### src/rtl/fifo_tx_serializer_if.sv
// FIFO read-side handshake between the synchronous FIFO and fifo_tx_serializer.
// master = serializer (issues read strobes), slave = FIFO (supplies empty flag and data).
interface fifo_tx_serializer_if #(
  parameter int DATA_WIDTH = 8
);
  logic                  fifo_empty;
  logic [DATA_WIDTH-1:0] fifo_data;
  logic                  fifo_rd_en;

  modport master (
    input  fifo_empty,
    input  fifo_data,
    output fifo_rd_en
  );

  modport slave (
    output fifo_empty,
    output fifo_data,
    input  fifo_rd_en
  );
endinterface

### src/rtl/fifo_tx_serializer.sv
// Pops words from the FIFO and sends each as start, LSB-first data, [parity], stop on ser_out.
// Optional even-parity bit is enabled by defining TX_PARITY_EN.
module fifo_tx_serializer #(
  parameter int DATA_WIDTH = 8,
  parameter int BIT_CYCLES = 4
) (
  input  logic                        clk,
  input  logic                        rst,
  input  logic                        en,
  fifo_tx_serializer_if.master        fifo,
  output logic                        ser_out,
  output logic                        busy,
  output logic                        frame_done
);

  localparam int CW = (BIT_CYCLES > 1) ? $clog2(BIT_CYCLES) : 1;
  localparam int IW = (DATA_WIDTH > 1) ? $clog2(DATA_WIDTH) : 1;
  localparam logic [CW-1:0] CNT_LAST = CW'(BIT_CYCLES - 1);
  localparam logic [CW-1:0] CNT_ONE  = CW'(1);
  localparam logic [CW-1:0] CNT_ZERO = CW'(0);
  localparam logic [IW-1:0] IDX_LAST = IW'(DATA_WIDTH - 1);
  localparam logic [IW-1:0] IDX_ONE  = IW'(1);
  localparam logic [IW-1:0] IDX_ZERO = IW'(0);

  // READ is the cycle the strobe is high; POP waits for the FIFO's registered data.
`ifdef TX_PARITY_EN
  typedef enum logic [2:0] {S_IDLE, S_READ, S_POP, S_START, S_DATA, S_PARITY, S_STOP} state_t;
`else
  typedef enum logic [2:0] {S_IDLE, S_READ, S_POP, S_START, S_DATA, S_STOP} state_t;
`endif

  state_t                state, state_next;
  logic [CW-1:0]         cnt, cnt_next;
  logic [IW-1:0]         bit_idx, bit_next;
  logic [DATA_WIDTH-1:0] shreg, shreg_next, shreg_shift;
  logic                  ser_next, rd_en, rd_next, busy_next, done_next;
  logic                  last_tick, pop_ok;
`ifdef TX_PARITY_EN
  logic                  parity, parity_next;
`endif

  assign last_tick       = (cnt == CNT_LAST);
  assign pop_ok          = en && !fifo.fifo_empty;
  assign shreg_shift     = shreg >> 1;
  assign fifo.fifo_rd_en = rd_en;

  // State and output registers; reset drops the line high and discards any captured word.
  always_ff @(posedge clk) begin
    if (rst) begin
      state      <= S_IDLE;
      cnt        <= CNT_ZERO;
      bit_idx    <= IDX_ZERO;
      shreg      <= {DATA_WIDTH{1'b0}};
      ser_out    <= 1'b1;
      rd_en      <= 1'b0;
      busy       <= 1'b0;
      frame_done <= 1'b0;
`ifdef TX_PARITY_EN
      parity     <= 1'b0;
`endif
    end else begin
      state      <= state_next;
      cnt        <= cnt_next;
      bit_idx    <= bit_next;
      shreg      <= shreg_next;
      ser_out    <= ser_next;
      rd_en      <= rd_next;
      busy       <= busy_next;
      frame_done <= done_next;
`ifdef TX_PARITY_EN
      parity     <= parity_next;
`endif
    end
  end

  // Next-state and next-output logic; ser_next is the line level for the coming cycle.
  always_comb begin
    state_next = state;
    cnt_next   = cnt;
    bit_next   = bit_idx;
    shreg_next = shreg;
    ser_next   = ser_out;
    rd_next    = 1'b0;
    busy_next  = 1'b0;
    done_next  = 1'b0;
`ifdef TX_PARITY_EN
    parity_next = parity;
`endif
    case (state)
      S_IDLE: begin
        ser_next = 1'b1;
        if (pop_ok) begin
          state_next = S_READ;
          rd_next    = 1'b1;
        end else begin
          state_next = S_IDLE;
        end
      end
      S_READ: begin
        state_next = S_POP;
      end
      S_POP: begin
        shreg_next = fifo.fifo_data;
`ifdef TX_PARITY_EN
        parity_next = ^fifo.fifo_data;
`endif
        cnt_next   = CNT_ZERO;
        ser_next   = 1'b0;
        state_next = S_START;
      end
      S_START: begin
        if (last_tick) begin
          cnt_next   = CNT_ZERO;
          bit_next   = IDX_ZERO;
          ser_next   = shreg[0];
          state_next = S_DATA;
        end else begin
          cnt_next = cnt + CNT_ONE;
        end
      end
      S_DATA: begin
        if (last_tick) begin
          cnt_next   = CNT_ZERO;
          shreg_next = shreg_shift;
          if (bit_idx == IDX_LAST) begin
`ifdef TX_PARITY_EN
            ser_next   = parity;
            state_next = S_PARITY;
`else
            ser_next   = 1'b1;
            state_next = S_STOP;
`endif
          end else begin
            bit_next = bit_idx + IDX_ONE;
            ser_next = shreg_shift[0];
          end
        end else begin
          cnt_next = cnt + CNT_ONE;
        end
      end
`ifdef TX_PARITY_EN
      S_PARITY: begin
        if (last_tick) begin
          cnt_next   = CNT_ZERO;
          ser_next   = 1'b1;
          state_next = S_STOP;
        end else begin
          cnt_next = cnt + CNT_ONE;
        end
      end
`endif
      S_STOP: begin
        // The end of the stop bit doubles as the idle decision so pops can run back-to-back.
        if (last_tick) begin
          cnt_next = CNT_ZERO;
          ser_next = 1'b1;
          if (pop_ok) begin
            state_next = S_READ;
            rd_next    = 1'b1;
          end else begin
            state_next = S_IDLE;
          end
        end else begin
          cnt_next = cnt + CNT_ONE;
        end
      end
      default: begin
        state_next = S_IDLE;
        cnt_next   = CNT_ZERO;
        ser_next   = 1'b1;
      end
    endcase
    busy_next = (state_next != S_IDLE);
    done_next = (state_next == S_STOP) && (cnt_next == CNT_LAST);
  end

endmodule

### src/flat_wrapper.sv
// flat-port wrapper written by rule: the top's interface ports become plain ports
module fifo_tx_serializer_flat 
#(
  parameter int DATA_WIDTH = 8,
  parameter int BIT_CYCLES = 4
)
  (clk, rst, en, ser_out, busy, frame_done, fifo_fifo_empty, fifo_fifo_data, fifo_fifo_rd_en);
  fifo_tx_serializer_if #(.DATA_WIDTH(DATA_WIDTH)) fifo_i ();
  input  logic clk;
  input  logic rst;
  input  logic en;
  output logic ser_out;
  output logic busy;
  output logic frame_done;
  input wire logic [$bits(fifo_i.fifo_empty)-1:0] fifo_fifo_empty;
  input wire logic [$bits(fifo_i.fifo_data)-1:0] fifo_fifo_data;
  output wire logic [$bits(fifo_i.fifo_rd_en)-1:0] fifo_fifo_rd_en;
  assign fifo_i.fifo_empty = fifo_fifo_empty;
  assign fifo_i.fifo_data = fifo_fifo_data;
  assign fifo_fifo_rd_en = fifo_i.fifo_rd_en;
  fifo_tx_serializer #(.DATA_WIDTH(DATA_WIDTH), .BIT_CYCLES(BIT_CYCLES)) u_core (.clk(clk), .rst(rst), .en(en), .fifo(fifo_i), .ser_out(ser_out), .busy(busy), .frame_done(frame_done));
endmodule
### config.mk
export PLATFORM = sky130hd
export DESIGN_NAME = fifo_tx_serializer_flat
export DESIGN_NICKNAME = d
export VERILOG_FILES = /design/src/rtl/fifo_tx_serializer_if.sv /design/src/rtl/fifo_tx_serializer.sv /design/src/flat_wrapper.sv
export SDC_FILE = /design/constraint.sdc
export NUM_CORES = 1
export LEC_CHECK = 0
export ABC_AREA = 1
export BUFFER_PORTS_ARGS = -buffer_cell sky130_fd_sc_hd__buf_2
export CAP_MARGIN = 20
export CORE_UTILIZATION = 40
export DETAILED_ROUTE_END_ITERATION = 10
export MAX_ROUTING_LAYER = met4
export PLACE_DENSITY = 0.62
export SLEW_MARGIN = 30
export SYNTH_ARGS = -nofsm -noshare
export SYNTH_HDL_FRONTEND = slang
export SYNTH_SLANG_ARGS = --single-unit
export TNS_END_PERCENT = 10
### constraint.sdc
create_clock -name clk -period 4 [get_ports clk]
set_clock_uncertainty 0.2 [all_clocks]
set_input_delay 0.8 -clock clk [delete_from_list [all_inputs] [get_ports clk]]
set_output_delay 0.8 -clock clk [all_outputs]
set_load 0.1 [all_outputs]
Word level (Yosys, flattened, before mapping)
Index checks and enable logic that the tools add are counted.

word-level totals
  register bits = 20
  latch bits = 0
  memory bits (writable) = 0
  ROM bits = 0
  input bits = 12
  output and inout bits = 4
  logic and storage cells = 58
  memories = 0

cells by class
  add/sub/neg operators = 2
  $mul = 0
  divide/modulo/power cells = 0
  $lt $le $gt $ge = 0
  equal/unequal tests = 13
  shift operators = 0
  mux-type cells = 22
  bitwise operators = 1
  reduce and logical (&&, ||, !) cells = 12

operator list
  kind                 count
  $mux 3               7
  $pmux 3 s6           1
  $pmux 8 s2           1
  $eq 3x3->1 const B   4
  $mux 8               1
  $reduce_and 4->1     2
  $mux 1               7
  $eq 3x2->1 const B   2
  $ne 2x1->1 const B   3
  $pmux 3 s2           1
  $pmux 1 s5           1
  $eq 2x2->1 const B   2
  $pmux 2 s2           1
  $reduce_bool 2->1    2
  $add 3x1->3 const B  1
  $eq 3x1->1 const B   1
  $logic_not 3->1      1
  $reduce_bool 3->1    1
  $reduce_or 3->1      1
  $add 2x1->2 const B  1
  $logic_and 1x1->1    2
  $mux 2               1
  $ne 2x2->1 const B   1
  $pmux 1 s2           1
  4 further kinds      4

Logic depth before layout (Yosys ltp)
Gate-level depths: netlist of the first run.

  depth after elaboration = 7
  depth in mapped cells = 10
  mapped depth without buffers = 8

Least setup slack after synthesis of the first run
No wires, ideal clock.

  kind = register to output
  start point = register u_core.ser_out
  end point = output ser_out
  arrival = 0.925 ns
  data required time = 3.000 ns
  path slack = 2.075 ns
  cell stages (with the launch flop) = 1
  buffers on the path = 0
  path through = dfxtp_1

RTL lines
  element                 RTL line                  RTL
  start, declared         fifo_tx_serializer.sv:11  output logic ser_out,
  start signal, assigned  fifo_tx_serializer.sv:66  ser_out <= ser_next;
  end, declared           flat_wrapper.sv:12        output logic ser_out;

No word-level cell between the ends.

Worst setup path after layout of the first run
  start point = register u_core.frame_done
  end point = output frame_done

RTL lines
  element                 RTL line                  RTL
  start, declared         fifo_tx_serializer.sv:13  output logic frame_done
  start signal, assigned  fifo_tx_serializer.sv:69  frame_done <= done_next;
  end, declared           flat_wrapper.sv:14        output logic frame_done;

No word-level cell between the ends.

==> key figures, run 1 <==
Run status
  – Result of the run: finished clean

GRT
  – First-pass GRT wire length: 3540 um
  – Tot GR Track Use: 17.4%
  – M2 GR Usage: 26.3%
  – Vias in the first global route: 828
  – GR Util met1: 23.1%
  – Largest net degree at the start of global routing: 14
  – Initial antenna violation count: 0
  – Met3 GRT Util: 2.59%
  – Busiest grt layer: met2
  – Total grt overflow: 0

Placed design
  – Routability cong.: 0.871
  – IO Port Bufs: 15
  – DP HPWL: 1520 um
  – Pre-CTS setup slack: 2000 ps
  – Cell total after placement: 194

Synth
  – Most frequent cells after synthesis: 47 x nand2_1, 25 x nor2_1, 20 x dfxtp_1
  – #FFs+latches synth: 20
  – Post-synth net total: 169
  – Top FF cell, synth: dfxtp_1
  – Synthesized area per cell: 6.89 um^2
  – Post-synth EDFFs: 0
  – Synth top area share: 37.7%
  – Post-synthesis sequential area ratio: 37.7%
  – Synth top area cells: dfxtp_1 38%, nand2_1 17%, nor2_1 8.8%
  – Share of flip-flops with an asynchronous set or reset: 0%
  – Leading area contributor after synthesis: dfxtp_1
  – Synthesized instance count: 154
  – Top-count cell post-synth: nand2_1
  – Synthesized area: 0.00106 mm^2
  – YS warnings: 0
  – Library cells used by synthesis: 20

Floorplan
  – Chip height: 53.5 um
  – Core ar.: 0.00250 mm^2
  – Die area: 0.00286 mm^2
  – Placement Rows: 18
  – I/O Pins: 16
  – Starting Density: 42.4%
  – Die extent in x: 53.5 um

Worst setup path
  – CP startpoint kind: flop
  – Worst path bufs/invs: 1
  – Crit path DAT: 1050 ps
  – Worst Path Required: 3000 ps
  – WP depth: 1
  – Worst r2r path cells: 8
  – Crit-path slowest cell: buf_2
  – Crit-path max FO: 1
  – Worst setup EP type: output port
  – Critical-path cell list: buf_2
  – Delay-heaviest family, CP: buffers and inverters
  – Crit path kind: flop to output port
  – Crit path largest cell delay: 420 ps

Pwr
  – Leak Pwr: 0.000600 uW
  – PwrDens: 414 mW/mm^2
  – IR drop worst, VDD: 0.000347 V

Finish
  – Share of layout cells above drive strength 1: 18.0%
  – Final #Nets: 184
  – Utilization after layout: 46.0%
  – Area grow syn2layout: 8.37%
  – FF/Latch Area: 400 um^2
  – N_diodes: 0
  – Layout Cells excl Fill: 197
  – Multi-input logic area: 546 um^2
  – Fillers: 264

Detailed routing
  – Vias per cell: 4.78
  – DR pass1 iterations: 4
  – Drt wl/cell: 10.3 um
  – Initial DRC Count: 20
  – Vias post-DR: 941
  – Final WL: 2030 um
  – # DRC: 0
  – Number of antenna-violating nets in the routed design: 0

CTS
  – Clk pin slew, worst setup/hold paths: 110 ps
  – H-Tree Depth: 1
  – CTS tree: done
  – Max clock buf depth: 2
  – Clk root buf: clkbuf_4
  – Clk sinks: 20
  – Worst skew pair latency: 290 ps
  – CTS-repair resized insts: 0
  – Postcts setup bufs: 0
  – Total CTS buffers: 3
  – Post-cts hold buffer count: 0

STA
  – Worst hold slack: 271 ps
  – Min Clock Period, post-route: 2050 ps
  – Maximum clock frequency: 0.487 GHz
  – Rel. slew slack: 67.5%
  – Pins Over Slew Limit: 0
  – Unrepaired setup endpoints after global routing: false
  – Setup TNS: 0 ps
  – Fin crit share: 51.4%
  – Finish-stage setup viols: 0
  – Final hold viol count: 0
  – Final setup margin: 1950 ps
  – Slew @ Worst Pin: 491 ps

Min path
  – HP Class: flop to flop
  – Hold Path Cell Cnt: 2

Flow run
  – Max Cap Viol: 0
==> through the flow <==
| stage | power [uW] | cell area (um^2) |
|---|---|---|
| 2_1_floorplan | 365 | 1060 |
| 3_3_place_gp | 386 | 1130 |
| 3_5_place_dp | 388 | 1130 |
| 4_1_cts | 480 | 1150 |
| 5_1_grt | 508 | 1150 |
| 6_report | 476 | 1150 |
==> registers in the layout, indices dropped and copies added (netlist names) <==
signal                  count
u_core.bit_idx              3
u_core.busy                 1
u_core.cnt                  2
u_core.fifo.fifo_rd_en      1
u_core.frame_done           1
u_core.ser_out              1
u_core.shreg                8
u_core.state                3
==> cell families after synthesis <==
kind of cell / after synthesis / share of synthesized area, %
compound gates: 15 / 7.08
buf+inv: 22 / 10.8
simple gates: 94 / 40.8
fa+ha+maj: 3 / 3.54
flops: 20 / 37.7
==> layout make-up <==
cell class,instances,share of cell area [%]
Multi-Input combinational cell,112,47.4
Clock buffer,3,1.96
Sequential cell,20,34.8
Inverter,17,5.98
Timing Repair Buffer,15,6.53
Tap cell,30,3.26
==> path summary, 6_finish.rpt <==
path,from,endpoint,slack (ps)
setup / recovery,u_core.frame_done,frame_done,1950
hold / removal,u_core.shreg[7],u_core.shreg[7],270
setup reg to reg,u_core.cnt[0],u_core.busy,2240
hold reg to reg,u_core.shreg[7],u_core.shreg[7],270
==> power breakdown <==
| group | total [uW] | switching (uW) | internal [uW] | leakage (uW) |
|---|---|---|---|---|
| clock network | 93.2 | 58.2 | 35.0 | 0.0000138 |
| logic | 147 | 109 | 38.4 | 0.000423 |
| registers | 236 | 15.5 | 220 | 0.000163 |
==> routing by layer <==
metal  up-vias  wire (um)  part of all wire, %
met5         -          0                    0
met4         0         16                 0.79
met3         2         74                  3.7
met2        14        936                   46
met1       416        998                   49
li1        509          -                    -
==> cell usage in the layout, fill, tap and decap left out, types with 2 or more instances in the layout <==
| cell | synthesis | routed |
|---|---|---|
| a21oi_1 | 6 | 6 |
| buf_2 | 1 | 15 |
| clkbuf_4 | 0 | 3 |
| dfxtp_1 | 20 | 20 |
| ha_1 | 3 | 3 |
| inv_1 | 13 | 13 |
| inv_2 | 3 | 3 |
| nand2_1 | 47 | 47 |
| nand2_2 | 2 | 2 |
| nand2_4 | 3 | 3 |
| nand3_1 | 9 | 9 |
| nand4_1 | 4 | 4 |
| nor2_1 | 25 | 25 |
| o21ai_0 | 9 | 9 |
No activity file was read; power rests on OpenSTA's default activity.
==> run 2, diff against run 1 <==
- clock period: 4 -> 1.9 ns (I/O delays scaled with it)
==> key figures, run 2 (synthesized netlist as in run 1, its figures left out) <==
Placed design
  – Routability cong.: 0.883
  – Cell total after placement: 196
  – IO Port Bufs: 15
  – DP HPWL: 1580 um

CTS
  – Max clock buf depth: 2
  – Total CTS buffers: 3
  – CTS tree: done
  – Post-cts hold buffer count: 0
  – Worst skew pair latency: 290 ps
  – Clk pin slew, worst setup/hold paths: 110 ps
  – Clk root buf: clkbuf_4
  – CTS-repair resized insts: 0
  – H-Tree Depth: 1
  – Postcts setup bufs: 0
  – Clk sinks: 20

STA
  – Fin crit share: 87.5%
  – Rel. slew slack: 68.0%
  – Min Clock Period, post-route: 1660 ps
  – Maximum clock frequency: 0.602 GHz
  – Slew @ Worst Pin: 484 ps
  – Finish-stage setup viols: 0
  – Final hold viol count: 0
  – Setup TNS: 0 ps
  – Unrepaired setup endpoints after global routing: false
  – Pins Over Slew Limit: 0

Finish
  – Share of layout cells above drive strength 1: 19.4%
  – Layout Cells excl Fill: 200
  – Final #Nets: 186
  – Area grow syn2layout: 11.1%
  – Top flop regs: u_core.shreg x8, u_core.bit_idx x3, u_core.state x3
  – Fillers: 265
  – Register with the most flip-flops: u_core.shreg
  – Most common cell after layout, fill and taps aside: nand2_1
  – Commonest non-fill, non-tap cells in the layout: 47 x nand2_1, 25 x nor2_1, 20 x dfxtp_1
  – FF/Latch Area: 400 um^2
  – N_diodes: 0
  – Multi-input logic area: 546 um^2
  – Max reg flops: 8

Detailed routing
  – Met2 wire length: 897 um
  – Met3 routed WL: 81 um
  – Initial DRC Count: 21
  – Met1 Routed Length: 1000 um
  – Number of antenna-violating nets in the routed design: 0
  – Drt wl/cell: 9.97 um
  – Vias post-DR: 961
  – Uppermost layer routed: met4
  – # DRC: 0
  – Final WL: 1990 um
  – Vias per cell: 4.81
  – DR pass1 iterations: 4

Worst setup path
  – Crit path DAT: 1660 ps
  – Worst Path Required: 1900 ps
  – Worst r2r path cells: 8
  – Crit-path max FO: 13
  – Worst setup startpoint: u_core.state[0]
  – Critical-path cell list: nor2_4, nand2_4, inv_2, nand2_1, nand2_4, inv_6, nor2_1, nor2_1
  – Crit path largest cell delay: 410 ps
  – Reg2reg start: u_core.state[0]
  – Crit-path slowest cell: dfxtp_1
  – Worst setup EP type: flop
  – CP startpoint kind: flop
  – Crit path kind: flop to flop

GRT
  – Initial antenna violation count: 0
  – Tot GR Track Use: 18.0%
  – Total grt overflow: 0
  – Vias in the first global route: 860
  – First-pass GRT wire length: 3630 um
  – Largest net degree at the start of global routing: 14

Floorplan
  – Core ar.: 0.00250 mm^2
  – Die extent in x: 53.5 um
  – Placement Rows: 18
  – Die area: 0.00286 mm^2
  – Chip height: 53.5 um
  – Starting Density: 42.4%
  – I/O Pins: 16

Min path
  – HP Class: input pin to flop
  – Min-Delay Startpoint: rst
  – Hold Path Cell Cnt: 2

Flow run
  – Max Cap Viol: 0

Pwr
  – Leak Pwr: 0.000617 uW
  – IR drop worst, VDD: 0.000884 V
  – PwrDens: 892 mW/mm^2

Run status
  – Result of the run: finished clean
[run 2: changes by cell type in the layout (fill, tap and decap cells not counted)]
cell	change
buf_4	+2
clkbuf_8	+1
[run 2: final timing paths]
path / end / slack [ps]
worst min-delay path: u_core.shreg[7] / 130
worst min register to register: u_core.bit_idx[2] / 270
worst max-delay path: u_core.shreg[3] / 240
worst max register to register: u_core.shreg[3] / 240
[run 2: layout make-up]
class                   count  area share [%]
clock buffers               4            3.08
inverters                  17            5.84
multi-input cells         112            46.3
flip-flops and latches     20            34.0
well taps                  30            3.18
repair buffers             17            7.64
[run 2: stage by stage]
step                area, um^2  total power [uW]  util (%)  setup WS (ps)  hold WS (ps)
finish                    1180              1050      47.1            238           133
floorplan                 1060               768         -            395           233
detailed placement        1140               819      45.7            255           257
global placement          1140               815      45.7            335           252
CTS                       1180              1070      47.1            227           123
global route              1180              1120      47.1           70.7           131
[run 2: where the power goes]
group	switching [uW]	internal (uW)	leakage, uW	total (uW)
clock network	125	117	0.0000210	242
logic	228	82.1	0.000434	311
registers	34.4	464	0.000163	498
[run 2: critical path, delay by kind of cell, from the launching register on]
family / cells / cell delay [ps]
buffers and inverters: 2 / 260
DFF: 1 / 410
and+or+nand+nor: 6 / 700
[run 2: routing by layer]
metal  vias to the layer above  GRT usage (%)
met4                         0           2.63
met5                         -              -
met2                        15           28.3
met3                         2           5.17
li1                        514              -
met1                       430           23.2
